===== src/rtl/fxp_mult.sv =====
// Two-stage signed fixed-point multiplier: full product, round half toward +inf, saturate to QLEN bits.
// Latency 2 cycles, one sample per cycle, no backpressure (no ready).
module fxp_mult #(
  parameter int QLEN      = 16,
  parameter int FRAC_SIZE = 12
) (
  input  logic            clk,
  input  logic            rst_n,
  input  logic            in_valid,
  input  logic [QLEN-1:0] a,
  input  logic [QLEN-1:0] b,
  output logic [QLEN-1:0] res,
  output logic            out_valid,
  output logic            ovf
);

  localparam int PW = 2 * QLEN;

  // One extra bit above the product keeps the rounding add from wrapping.
  localparam logic signed [PW:0] C_HALF = (PW + 1)'(1) << (FRAC_SIZE - 1);
  localparam logic signed [PW:0] C_MAX  = {{(QLEN + 2){1'b0}}, {(QLEN - 1){1'b1}}};
  localparam logic signed [PW:0] C_MIN  = {{(QLEN + 2){1'b1}}, {(QLEN - 1){1'b0}}};

  logic signed [PW-1:0] w_a_ext;
  logic signed [PW-1:0] w_b_ext;
  logic signed [PW-1:0] w_prod;
  logic signed [PW:0]   w_sum;
  logic signed [PW:0]   w_rnd;
  logic [QLEN-1:0]      w_res;
  logic                 w_ovf;

  logic signed [PW-1:0] r_prod;
  logic                 r_vld1;

  assign w_a_ext = {{QLEN{a[QLEN-1]}}, a};
  assign w_b_ext = {{QLEN{b[QLEN-1]}}, b};
  assign w_prod  = w_a_ext * w_b_ext;

  assign w_sum = {r_prod[PW-1], r_prod} + C_HALF;
  assign w_rnd = w_sum >>> FRAC_SIZE;

  always_comb begin
    w_res = w_rnd[QLEN-1:0];
    w_ovf = 1'b0;
    if (w_rnd > C_MAX) begin
      w_res = {1'b0, {(QLEN - 1){1'b1}}};
      w_ovf = 1'b1;
    end else if (w_rnd < C_MIN) begin
      w_res = {1'b1, {(QLEN - 1){1'b0}}};
      w_ovf = 1'b1;
    end
  end

  // Data registers only load with a live sample, so idle X operands never reach the outputs.
  always_ff @(posedge clk or negedge rst_n) begin
    if (!rst_n) begin
      r_prod    <= '0;
      r_vld1    <= 1'b0;
      res       <= '0;
      ovf       <= 1'b0;
      out_valid <= 1'b0;
    end else begin
      r_vld1    <= in_valid;
      out_valid <= r_vld1;
      if (in_valid) r_prod <= w_prod;
      if (r_vld1) begin
        res <= w_res;
        ovf <= w_ovf;
      end
    end
  end

endmodule


===== config.mk =====
export PLATFORM = sky130hd
export DESIGN_NAME = fxp_mult
export DESIGN_NICKNAME = d
export VERILOG_FILES = /design/src/rtl/fxp_mult.sv
export SDC_FILE = /design/constraint.sdc
export NUM_CORES = 1
export LEC_CHECK = 0
export ABC_CLOCK_PERIOD_IN_PS = 3800
export BUFFER_PORTS_ARGS = -buffer_cell sky130_fd_sc_hd__buf_2
export CORE_ASPECT_RATIO = 1.1
export CORE_MARGIN = 3
export CORE_UTILIZATION = 45
export CTS_CLUSTER_DIAMETER = 120
export DETAILED_ROUTE_END_ITERATION = 12
export SYNTH_ARGS = -nofsm -noshare
export SYNTH_HDL_FRONTEND = slang
export SYNTH_SLANG_ARGS = --single-unit

===== constraint.sdc =====
create_clock -name clk -period 3.8 [get_ports clk]
set_clock_uncertainty 0.2 [all_clocks]
set_input_delay 0 -clock clk [delete_from_list [all_inputs] [get_ports clk]]
set_output_delay 0 -clock clk [all_outputs]
set_load 0.01 [all_outputs]

# == After elaboration in Yosys (flattened, before gate mapping) ==
# Cells that the tools add are included.
# totals
reg_bits,51
in_bits,35
out_inout_bits,18
word_cells,13
# op_classes
addsub,1
mul,1
order_cmp,2
muxes,4
# ops
operator,n
$add 32x13->33 const B,1
$mul 16x16->32,1
$mux 16,2
$gt 21x16->1 const B,1
$lt 21x16->1 const B,1
$mux 1,2

# == Longest topological paths before layout ==
# depth
word_depth,4
mapped_depth,24
ltp_nobuf,23

# == Least setup slack after synthesis ==
# No wires, ideal clock.
# synth_path
kind,input to register
startpoint,input b[1]
endpoint,register r_prod[29]
setup_ns,0.137
arrival_time_ns,5.338
required_ns,3.463
path_slack_ns,-1.875
path_stages,20
n_path_buf,1
path_cell_list,clkbuf_1 -> nand2_1 -> inv_1 -> fa_1 -> fa_1 -> inv_1 -> fa_1 -> fa_1 -> fa_1 -> fa_1 -> inv_1 -> ha_1 -> a21oi_1 -> o21ai_0 -> a21oi_1 -> o21ai_0 -> or3_1 -> o21ai_0 -> xor2_1 -> a21oi_1
# synth_between
elab_chain_cells,1
# synth_rtl
item,line_no,text
from (decl),11,"input logic [QLEN-1:0] b,"
$mul 16x16->32,37,assign w_prod = w_a_ext * w_b_ext;
to (signal assigned),65,if (in_valid) r_prod <= w_prod;
to (decl),32,logic signed [PW-1:0] r_prod;
# No other way between the ends.
# A chain may end at the register's enable or synchronous reset.

# == Final worst setup path ==
# layout_path
startpoint,input b[12]
endpoint,register r_prod[28]
# Same word-level chain as after synthesis.

==> flow_metrics.py <==
metrics = {
    "critical_path": {
        "cpMostUsedCell": "fa_1",
        "setup.worst_path.start_class": "input pin",
        "cp_cell_sequence": "buf_12 -> and2_4 -> fa_1 -> inv_2 -> fa_1 -> inv_2 -> fa_1 -> fa_1 -> fa_1 -> inv_1 -> fa_1 -> inv_2 -> ha_4 -> a211o_1 -> or3_4 -> o32ai_4 -> o21ai_2 -> buf_4 -> o21ai_4 -> nand4b_1 -> o311ai_2",
        "critical-path-top-delay-family": "adder cells",
        "crit_path_max_incr_delay_ps": 550,
        "crit_required_ps": 3780,
        "worstRegToRegCells": 8,
        "timing.critical_path.arrival_ps": 5340,
        "critPathKind": "input pin to flip-flop",
        "reg2reg_from": "r_prod[13]",
        "r2r-end": "res[1]",
        "r2r_setup_slack_ps": 1020,
        "end_kind": "flip-flop",
        "crit_path_top_delay_cell": "fa_1",
        "cp_num_buf_inv": 6,
        "crit_fanout": 4,
    },
    "synthesis": {
        "ys_warn_count": 0,
        "async_flop_share_pct": 100,
        "ys_seq_elements": 40,
        "yosys-top-cells-area": "fa_1 (45%), inv_1 (11%), dfrtp_1 (8.6%), ha_1 (8.6%), and2_1 (6.7%)",
        "yosysSeqAreaShare_pct": 8.58,
        "synth_top_area_cell": "fa_1",
        "synth_nets": 1645,
        "synth_edf_count": 0,
        "yosysMostFrequentCell": "inv_1",
        "yosysUniqueCellTypes": 58,
        "syn_avg_cell_area_um2": 9.20,
        "synth_top_cell_area_share_pct": 44.8,
        "netlist_top_cells_count": "inv_1 (331), fa_1 (261), nand2_1 (165)",
        "synthesis.area_um2": 11700,
        "synthFlopType": "dfrtp_1",
        "syn_inst": 1269,
    },
    "die": {
        "die_x_um": 160,
        "initial_core_util_pct": 45.9,
        "ioPinCount": 53,
        "design.die.area_um2": 27900,
        "core-area_um2": 25400,
        "rows": 61,
        "die_h_um": 175,
    },
    "placed_design": {
        "placed_cell_area_um2": 13600,
        "placed_cells": 1778,
        "place_congestion": 0.905,
        "place_hpwl_um": 23800,
        "numPortBuffers": 52,
    },
    "status": {
        "status": "complete, but fails checks",
        "violations": "setup timing",
    },
    "detailed_routing": {
        "wire_per_inst_um": 15.6,
        "wirelength_um": 28500,
        "dr.pass1.iters": 5,
        "drt-initial-drc-count": 369,
        "post_drt_via_cell_ratio": 4.91,
        "num_vias": 8941,
        "drc_errors": 0,
        "ant_nets": 0,
    },
    "grt": {
        "grt_max_degree": 41,
        "grt_antenna_before_repair": 0,
        "grt_pass1_wl_um": 49300,
        "first_global_vias": 10214,
        "grt_use_total_pct": 22.0,
        "grt_overflow": 0,
    },
    "sta": {
        "rsz0062_at_grt": "yes",
        "slew_headroom_pct": 42.1,
        "tightestPinTransition_ps": 869,
        "fmax_mhz": 187,
        "drv_slew": 0,
        "period_share_pct": 141,
        "setup_violations": 21,
        "layout_setup_ws_ps": -1560,
        "finalCriticalPeriod_ps": 5360,
        "final_hold_viol_count": 0,
    },
    "cells_and_area": {
        "fin_cells": 1820,
        "syn_to_final_growth_pct": 27.0,
        "nNetsFinal": 1850,
        "drive_above_1_share_pct": 27.8,
        "diodes": 0,
        "fill_cells": 2219,
        "final_area_um2": 14800,
    },
    "clocking": {
        "cts.sinks": 40,
        "numCtsBuffers": 5,
        "cts_tree": "done",
        "clkTransAtPathRegs_ps": 50,
        "htreeDepth": 2,
        "clk_latency_ps": 280,
        "root_buffer": "clkbuf_16",
        "cts_max_path_buffers": 2,
    },
    "worst_hold_path": {
        "hold_class": "input pin to async pin",
    },
    "flow_run": {
        "cap_viol_max_count": 0,
    },
}
## flip-flops by register name (all words and copies together), names as in the netlist
name       cells
ovf            1
r_vld1         1
out_valid      1
res           16
r_prod        21
## final cells by class
type,count,area [um^2],area share [%]
multi-input combinational,857,9840,66.4
timing repair buffer,238,2160,14.6
inverter,332,1250,8.44
sequential,40,1000,6.75
tap,346,433,2.92
clock buffer,6,129,0.870
clock inverter,1,5.00,0.0338
## cells in the final DEF (no fill, tap or decap), types with 4 or more instances in the layout
| cell | n |
|---|---|
| o211ai_1 | 4 |
| and2_4 | 21 |
| fa_2 | 19 |
| dfrtp_1 | 40 |
| buf_8 | 8 |
| ha_1 | 60 |
| nor2_1 | 23 |
| a21oi_1 | 16 |
| clkbuf_16 | 5 |
| mux2_2 | 5 |
| nand2b_1 | 6 |
| o21ai_0 | 10 |
| nand2_1 | 155 |
| inv_2 | 31 |
| buf_6 | 40 |
| inv_1 | 299 |
| ha_4 | 18 |
| o21ai_1 | 9 |
| xor2_1 | 14 |
| buf_2 | 24 |
| and2_1 | 104 |
| nor2_2 | 5 |
| nand2_2 | 8 |
| mux2_4 | 6 |
| nand4_1 | 8 |
| a21o_1 | 8 |
| fa_1 | 242 |
| buf_4 | 147 |
| buf_12 | 14 |
| nand3_1 | 10 |
| xnor2_1 | 22 |
| a21oi_2 | 6 |
| nand3_2 | 11 |
## repair_timing
item | CTS | global route
pin swaps | 136 | 31
hold endpoints to repair | 41 | 0
cloned | 3 | 0
hold buffers | 2 | 0
endpoints found under the setup margin | 21 | 21
buffers inserted | 25 | 8
gates resized for setup | 190 | 47
## worst max-delay path by stage
stage	depth (start not counted)	from	end
detailed placement	19	b[2]	r_prod[28]
global placement	23	a[8]	r_prod[25]
floorplan	19	b[4]	r_prod[27]
global route	21	b[12]	r_prod[28]
CTS	19	a[5]	r_prod[27]
finish	21	b[12]	r_prod[28]
## metrics by stage
step                setup WS (ps)  utilization (%)  hold slack [ps]  setup TNS, ps
floorplan                   -1680                -             -496         -30380
global placement            -2020             53.3            -24.7         -38980
detailed placement          -2050             53.3            -18.1         -39480
CTS                         -1550             57.4              206         -29390
global route                -1760             58.3              218         -33720
finish                      -1560             58.3              192         -29520
## metal layers
metal,wire length (um),up-vias,global-route usage [%]
met3,704,63,1.14
met1,10900,4563,26.1
met5,0,-,0
met2,15700,176,42.6
met4,1120,0,6.53
li1,-,4139,-
## kinds of logic after synthesis
logic type	after synthesis	synth area share (%)
buf+inv	372	12.2
xor+xnor	41	3.08
mux	11	1.09
flops	40	8.58
fa+ha+maj	341	53.4
simple gates	382	17.1
compound gates	82	4.56
Power is not shown: default switching activity piles up to over one toggle a cycle in this logic, so the estimate is an artifact.
